===== config.mk =====
export PLATFORM = sky130hd
export DESIGN_NAME = ibex_wb_arbiter
export DESIGN_NICKNAME = d
export VERILOG_FILES = /design/src/rtl/ibex_wb_arbiter.sv
export SDC_FILE = /design/constraint.sdc
export NUM_CORES = 1
export LEC_CHECK = 0
export ABC_CLOCK_PERIOD_IN_PS = 5600
export BUFFER_PORTS_ARGS = -buffer_cell sky130_fd_sc_hd__buf_2
export CAP_MARGIN = 10
export CORE_ASPECT_RATIO = 1.4
export CORE_MARGIN = 4
export CORE_UTILIZATION = 35
export CTS_BUF_LIST = sky130_fd_sc_hd__clkbuf_4 sky130_fd_sc_hd__clkbuf_8
export CTS_CLUSTER_DIAMETER = 100
export CTS_CLUSTER_SIZE = 20
export DETAILED_ROUTE_END_ITERATION = 7
export SLEW_MARGIN = 20
export SYNTH_ARGS = -nofsm -noshare
export SYNTH_HDL_FRONTEND = slang
export SYNTH_SLANG_ARGS = --single-unit

===== constraint.sdc =====
create_clock -name clk_i -period 5.6 [get_ports clk_i]
set_clock_uncertainty 0.05 [all_clocks]
set_input_delay 0.84 -clock clk_i [delete_from_list [all_inputs] [get_ports clk_i]]
set_output_delay 0.84 -clock clk_i [all_outputs]
set_load 0.1 [all_outputs]

===== src/rtl/ibex_wb_arbiter.sv =====
// ibex_wb_arbiter: merges EX results and load responses onto a single
// registered register-file write port. EX results that cannot be written
// immediately wait in a small in-order FIFO, and both operand read ports
// are forwarded from the FIFO and the write-port register so that readers
// always see the newest pending value of a register.
module ibex_wb_arbiter #(
  parameter int unsigned DataWidth = 32,
  parameter bit          RV32E     = 1'b0,
  parameter int unsigned Depth     = 2
) (
  input  logic                 clk_i,
  input  logic                 rst_ni,
  input  logic                 ex_valid_i,
  input  logic [4:0]           ex_waddr_i,
  input  logic [DataWidth-1:0] ex_wdata_i,
  output logic                 ex_ready_o,
  input  logic                 lsu_valid_i,
  input  logic [4:0]           lsu_waddr_i,
  input  logic [DataWidth-1:0] lsu_wdata_i,
  output logic                 rf_we_o,
  output logic [4:0]           rf_waddr_o,
  output logic [DataWidth-1:0] rf_wdata_o,
  input  logic [4:0]           raddr_a_i,
  input  logic [4:0]           raddr_b_i,
  input  logic [DataWidth-1:0] rf_rdata_a_i,
  input  logic [DataWidth-1:0] rf_rdata_b_i,
  output logic [DataWidth-1:0] rdata_a_o,
  output logic [DataWidth-1:0] rdata_b_o,
  output logic                 fifo_full_o
);

  localparam int unsigned PtrW = (Depth > 1) ? $clog2(Depth) : 1;
  localparam int unsigned CntW = $clog2(Depth + 1);
  localparam logic [PtrW-1:0] LastPtr  = PtrW'(Depth - 1);
  localparam logic [CntW-1:0] DepthCnt = CntW'(Depth);
  localparam logic [PtrW:0]   DepthIdx = (PtrW + 1)'(Depth);

  // FIFO storage holds effective addresses, so no re-masking is needed later.
  logic [4:0]           fifo_addr_r [Depth];
  logic [DataWidth-1:0] fifo_data_r [Depth];
  logic [PtrW-1:0]      head_r;
  logic [PtrW-1:0]      tail_r;
  logic [CntW-1:0]      count_r;

  logic                 fifo_empty_s;
  logic                 fifo_full_s;
  logic [4:0]           lsu_eff_s;
  logic [4:0]           ex_eff_s;
  logic                 lsu_sel_s;
  logic                 pop_s;
  logic                 ex_acc_s;
  logic                 ex_live_s;
  logic                 bypass_s;
  logic                 push_s;
  logic                 wr_we_s;
  logic [4:0]           wr_addr_s;
  logic [DataWidth-1:0] wr_data_s;

  // With 16 architectural registers the top address bit carries no meaning.
  function automatic logic [4:0] eff_addr(input logic [4:0] addr);
    logic [4:0] res;
    if (RV32E) begin
      res = {1'b0, addr[3:0]};
    end else begin
      res = addr;
    end
    return res;
  endfunction

  // Pointer increment with wrap at Depth (Depth need not be a power of two).
  function automatic logic [PtrW-1:0] next_ptr(input logic [PtrW-1:0] ptr);
    logic [PtrW-1:0] res;
    if (ptr == LastPtr) begin
      res = {PtrW{1'b0}};
    end else begin
      res = ptr + PtrW'(1);
    end
    return res;
  endfunction

  // Newest-first operand forwarding: FIFO (walked oldest to newest so the
  // newest match wins), then the write-port register, then raw RF data.
  function automatic logic [DataWidth-1:0] fwd_data(input logic [4:0]           raddr,
                                                     input logic [DataWidth-1:0] raw);
    logic [4:0]           addr;
    logic [DataWidth-1:0] res;
    logic [PtrW:0]        idx;
    addr = eff_addr(raddr);
    res  = raw;
    if (rf_we_o && (rf_waddr_o == addr)) begin
      res = rf_wdata_o;
    end else begin
      res = raw;
    end
    for (int i = 0; i < Depth; i++) begin
      idx = {1'b0, head_r} + (PtrW + 1)'(i);
      if (idx >= DepthIdx) begin
        idx = idx - DepthIdx;
      end else begin
        idx = idx;
      end
      if ((CntW'(i) < count_r) && (fifo_addr_r[idx[PtrW-1:0]] == addr)) begin
        res = fifo_data_r[idx[PtrW-1:0]];
      end else begin
        res = res;
      end
    end
    if (addr == 5'd0) begin
      res = raw;
    end else begin
      res = res;
    end
    return res;
  endfunction

  // Handshake and routing decisions for this cycle.
  always_comb begin
    lsu_eff_s    = eff_addr(lsu_waddr_i);
    ex_eff_s     = eff_addr(ex_waddr_i);
    fifo_empty_s = (count_r == {CntW{1'b0}});
    fifo_full_s  = (count_r == DepthCnt);
    lsu_sel_s    = lsu_valid_i && (lsu_eff_s != 5'd0);
    pop_s        = !fifo_empty_s && !lsu_sel_s;
    ex_ready_o   = !fifo_full_s || pop_s;
    ex_acc_s     = ex_valid_i && ex_ready_o;
    ex_live_s    = ex_acc_s && (ex_eff_s != 5'd0);
    bypass_s     = ex_live_s && fifo_empty_s && !lsu_sel_s;
    push_s       = ex_live_s && !bypass_s;
  end

  // Strict-priority write-port select: load, then FIFO head, then bypass.
  always_comb begin
    wr_we_s   = 1'b0;
    wr_addr_s = 5'd0;
    wr_data_s = {DataWidth{1'b0}};
    if (lsu_sel_s) begin
      wr_we_s   = 1'b1;
      wr_addr_s = lsu_eff_s;
      wr_data_s = lsu_wdata_i;
    end else if (pop_s) begin
      wr_we_s   = 1'b1;
      wr_addr_s = fifo_addr_r[head_r];
      wr_data_s = fifo_data_r[head_r];
    end else if (bypass_s) begin
      wr_we_s   = 1'b1;
      wr_addr_s = ex_eff_s;
      wr_data_s = ex_wdata_i;
    end else begin
      wr_we_s   = 1'b0;
      wr_addr_s = 5'd0;
      wr_data_s = {DataWidth{1'b0}};
    end
  end

  // FIFO storage, pointers and saturating occupancy counter.
  always_ff @(posedge clk_i or negedge rst_ni) begin
    if (!rst_ni) begin
      head_r  <= {PtrW{1'b0}};
      tail_r  <= {PtrW{1'b0}};
      count_r <= {CntW{1'b0}};
      for (int i = 0; i < Depth; i++) begin
        fifo_addr_r[i] <= 5'd0;
        fifo_data_r[i] <= {DataWidth{1'b0}};
      end
    end else begin
      if (push_s) begin
        fifo_addr_r[tail_r] <= ex_eff_s;
        fifo_data_r[tail_r] <= ex_wdata_i;
        tail_r              <= next_ptr(tail_r);
      end
      if (pop_s) begin
        head_r <= next_ptr(head_r);
      end
      case ({push_s, pop_s})
        2'b10: begin
          if (count_r != DepthCnt) begin
            count_r <= count_r + CntW'(1);
          end
        end
        2'b01: begin
          if (count_r != {CntW{1'b0}}) begin
            count_r <= count_r - CntW'(1);
          end
        end
        default: begin
          count_r <= count_r;
        end
      endcase
    end
  end

  // Registered register-file write port (one cycle after selection).
  always_ff @(posedge clk_i or negedge rst_ni) begin
    if (!rst_ni) begin
      rf_we_o    <= 1'b0;
      rf_waddr_o <= 5'd0;
      rf_wdata_o <= {DataWidth{1'b0}};
    end else begin
      rf_we_o    <= wr_we_s;
      rf_waddr_o <= wr_addr_s;
      rf_wdata_o <= wr_data_s;
    end
  end

  // Operand forwarding for both read ports.
  always_comb begin
    rdata_a_o = fwd_data(raddr_a_i, rf_rdata_a_i);
    rdata_b_o = fwd_data(raddr_b_i, rf_rdata_b_i);
  end

  assign fifo_full_o = fifo_full_s;

endmodule


==> qor.log <==
qor: outcome.status finished, final reports clean
qor: logic_synthesis.fraction_of_the_mapped_netlist_area_in_adder_cells 0.00697
qor: cts.cts-hold-fix-buffers 0
qor: logic_synthesis.synth_fp_nets 1062
qor: drt.detail_route.wl_per_cell 22.2 um
qor: cts.tritoncts_num_sinks 116
qor: timing.fin_setup_tns 0 ns
qor: setup_path.required_time_of_the_critical_path 4.71 ns
qor: worst_hold_path.worst_hold_path_class input pin to async pin
qor: logic_synthesis.synthesis.area 8980 um2
qor: timing.transition_at_the_pin_with_the_smallest_max_transition_slack 0.953 ns
qor: cts.cts.clk_slew.worst_paths 0.08 ns
qor: global_routing.remaining_overflow_grt 0
qor: placed_design.place_hpwl 22300 um
qor: power.vdd.ir_drop.worst 0.437 mV
qor: global_routing.grt_max_degree 73
qor: cells_and_area.post_route_cells_drive_above_1_share 0.402
qor: global_routing.grt_pass1_wl 47900 um
qor: global_routing.grt_util_all_layers 0.222
qor: timing.tcrit_tclk_final 0.846
qor: setup_path.critical_path_buf_inv_count 2
qor: cts.cts_post_setup_buffers_inserted 0
qor: cts.worst_skew_pair.late_latency 0.46 ns
qor: floorplan.initial_core_util 0.355
qor: floorplan.die_width 143 um
qor: logic_synthesis.post-synth-top-count-cell sky130_fd_sc_hd__dfrtp_1
qor: logic_synthesis.post_synth_mux_area_share 0.293
qor: logic_synthesis.ys_top_cells_by_area sky130_fd_sc_hd__dfrtp_1 (32%), sky130_fd_sc_hd__mux2_2 (12%), sky130_fd_sc_hd__mux2i_1 (11%), sky130_fd_sc_hd__mux2_1 (5.6%), sky130_fd_sc_hd__a211oi_2 (4.0%)
qor: placed_design.portBuffers 255
qor: timing.final_hold_viol_count 0
qor: setup_path.cp_cell_sequence mux2i_1, xor2_4, or3b_2, buf_4, a211oi_2, o22a_1, buf_2
qor: timing.setup_violations 0
qor: timing.post_route_minimum_period 4.74 ns
qor: placed_design.gp_congestion 0.854
qor: timing.rsz_0062_raised_after_global_routing false
qor: floorplan.core-area 25300 um2
qor: logic_synthesis.ys_top_cells_by_count sky130_fd_sc_hd__dfrtp_1 (116), sky130_fd_sc_hd__mux2i_1 (101), sky130_fd_sc_hd__mux2_2 (94)
qor: cts.max_root_sink_buffers 2
qor: logic_synthesis.synth_simple_gate_area_frac 0.108
qor: global_routing.grt_antenna_before_repair 9
qor: cts.tritoncts done
qor: timing.fmax 211 MHz
qor: cts.htree_levels 4
qor: drt.vias 8314
qor: setup_path.critical-path-max-stage-delay 0.76 ns
qor: timing.final_max_slew_violation_count 0
qor: drt.post_drt_via_cell_ratio 5.71
qor: cts.cts_made_buffers 17
qor: logic_synthesis.synth_seq_area_share 0.323
qor: cts.clock_root_cell sky130_fd_sc_hd__clkbuf_8
qor: floorplan.row_count 69
qor: logic_synthesis.count_of_flip_flops_with_a_built_in_enable_after_synthesis 0
qor: setup_path.end_kind output port
qor: setup_path.critical_path_class register to output port
qor: cells_and_area.post_synthesis_to_final_layout_area_growth 21.7%
qor: logic_synthesis.synth.top_cell.area_share 0.323
qor: logic_synthesis.netlist_instances 905
qor: setup_path.slowest_stage sky130_fd_sc_hd__or3b_2
qor: timing.slew_headroom 0.365
qor: logic_synthesis.synth_async_sr_flop_share 1.00
qor: drt.drc 0
qor: floorplan.pin_count 256
qor: drt.post_detailed_route_count_of_antenna_violating_nets 0
qor: cts.post_cts_gate_resize_count 0
qor: setup_path.setup.worst_path.start_class register
qor: floorplan.floorplan.die_area 28300 um2
qor: setup_path.cpLargestDelayFamily buffers and inverters
qor: logic_synthesis.post_synth.cell_area_avg 9.92 um2
qor: setup_path.timing.critical_path.fanout_max 23
qor: logic_synthesis.yosys_most_used_dff sky130_fd_sc_hd__dfrtp_1
qor: global_routing.number_of_global_route_vias_before_repair 8509
qor: logic_synthesis.synthDistinctLibCells 46
qor: power.cellLeakagePower 4.76 nW
qor: logic_synthesis.synth-compound-area-share 0.188
qor: drt.iteration_0_drc_count_of_the_detailed_router 350
qor: cells_and_area.final_nets 1272
qor: logic_synthesis.synth.ff_latch_count 116
qor: setup_path.worst_ep_arrival_time 3.85 ns
qor: logic_synthesis.synth_top_family_by_area multiplexers
qor: drt.final_wirelength 32300 um
qor: floorplan.chipHeight 198 um
qor: power.fin_total_pwr 7.70 mW
qor: logic_synthesis.post_synth_xor_area_fraction 0.0322
qor: power.power_density_cells 705 nW/um2
qor: run.max-cap-violations 0
qor: logic_synthesis.ys.warnings.count 0
qor: drt.detail_route.first_pass.iterations 5
qor: logic_synthesis.synth_top_area_cell sky130_fd_sc_hd__dfrtp_1
-- logic make-up (layout without fill, tap and decap cells) --
family                     Yosys count  after routing
buffers and inverters               88            311
adders and majority gates            5              5
DFF                                116            116
xor gates and xnor gates            33             33
AOI/OAI and AO/OA                  242            242
other                                0              8
and+or+nand+nor                    177            177
muxes                              244            244
-- power by group --
group | leakage [nW] | total, mW | switching (mW) | internal, mW
Sequential | 1.36 | 1.60 | 0.358 | 1.24
Combinational | 3.19 | 5.27 | 3.75 | 1.52
Clock | 0.213 | 0.837 | 0.362 | 0.474
-- per-layer routing --
layer	track usage	vias up	share of wire
met1	0.251	4080	0.38
met2	0.395	312	0.52
met3	0.0426	95	0.058
met4	0.107	6	0.038
met5	0	-	0.0011
li1	-	3821	-
-- final timing paths --
kind,slack [ns],startpoint,cells after the start,endpoint
worst min register to register,0.46,fifo_data_r[39],1,fifo_data_r[39]
min in group clk_i,0.46,fifo_data_r[39],1,fifo_data_r[39]
max in group asynchronous,3.78,rst_ni,2,fifo_data_r[17]
worst max register to register,2.53,count_r[1],8,fifo_data_r[5]
worst min-delay path,0.45,rst_ni,1,rf_wdata_o[14]
worst max-delay path,0.86,head_r,7,rdata_b_o[20]
-- worst reg2reg max path: cells and delay by family (launching register included) --
kind | cells | cell delay (ns)
buf+inv | 3 | 0.80
fa+ha+maj | 1 | 0.38
simple gates | 3 | 0.92
flops | 1 | 0.40
mux | 1 | 0.41
-- registers in the layout (all words and copies together) (netlist names) --
register	cells
tail_r	1
rf_wdata_o	32
rf_waddr_o	5
rf_we_o	1
fifo_addr_r	10
count_r	2
fifo_data_r	64
head_r	1
-- cell usage in the layout, fill, tap and decap left out, types with 3 or more instances in the layout --
master	netlist	layout
sky130_fd_sc_hd__buf_2	23	254
sky130_fd_sc_hd__dfrtp_1	116	115
sky130_fd_sc_hd__mux2i_1	101	101
sky130_fd_sc_hd__mux2_2	94	94
sky130_fd_sc_hd__nor2_1	79	77
sky130_fd_sc_hd__mux2_1	45	45
sky130_fd_sc_hd__a21oi_1	41	41
sky130_fd_sc_hd__a31oi_1	39	39
sky130_fd_sc_hd__o21ai_0	34	34
sky130_fd_sc_hd__o21ai_1	31	31
sky130_fd_sc_hd__o22a_1	31	31
sky130_fd_sc_hd__nor2b_1	31	31
sky130_fd_sc_hd__a22oi_1	30	30
sky130_fd_sc_hd__nor4b_1	30	30
sky130_fd_sc_hd__a211oi_2	29	29
sky130_fd_sc_hd__buf_4	6	20
sky130_fd_sc_hd__clkbuf_8	0	19
sky130_fd_sc_hd__xor2_1	17	16
sky130_fd_sc_hd__xnor2_1	16	16
sky130_fd_sc_hd__diode_2	0	8
sky130_fd_sc_hd__nand2_1	10	8
sky130_fd_sc_hd__clkinv_2	0	5
sky130_fd_sc_hd__nor4_1	4	4
sky130_fd_sc_hd__mux2i_2	4	4
sky130_fd_sc_hd__nor3_1	4	4
sky130_fd_sc_hd__ha_1	5	4
sky130_fd_sc_hd__nand2_2	2	3
sky130_fd_sc_hd__or4_1	3	3
sky130_fd_sc_hd__nor2_4	1	3
sky130_fd_sc_hd__inv_1	3	3
sky130_fd_sc_hd__clkbuf_4	0	3
sky130_fd_sc_hd__bufinv_16	0	3
-- area by class of cell --
cell class | count | area (um2)
Inverter | 4 | 15.0
Clock inverter | 10 | 130
Sequential cell | 116 | 2910
Clock buffer | 22 | 284
Multi-Input combinational cell | 701 | 5720
Timing Repair Buffer | 275 | 1450
Fill cell | 2527 | 14400
Tap cell | 319 | 399
Antenna cell | 8 | 20.0
-- stage by stage --
step	area, um2	utilization	worst slack (ns)	hold WS (ns)	instances
after floorplan	8980	-	0.883	0.424	905
after global placement	10500	0.414	1.22	0.437	1414
after detailed placement	10500	0.415	1.16	0.447	1415
after CTS	10900	0.431	0.782	0.463	1447
after global routing	10900	0.432	0.564	0.478	1453
final	10900	0.432	0.864	0.447	1455
Power figures use the tool's default switching activity.
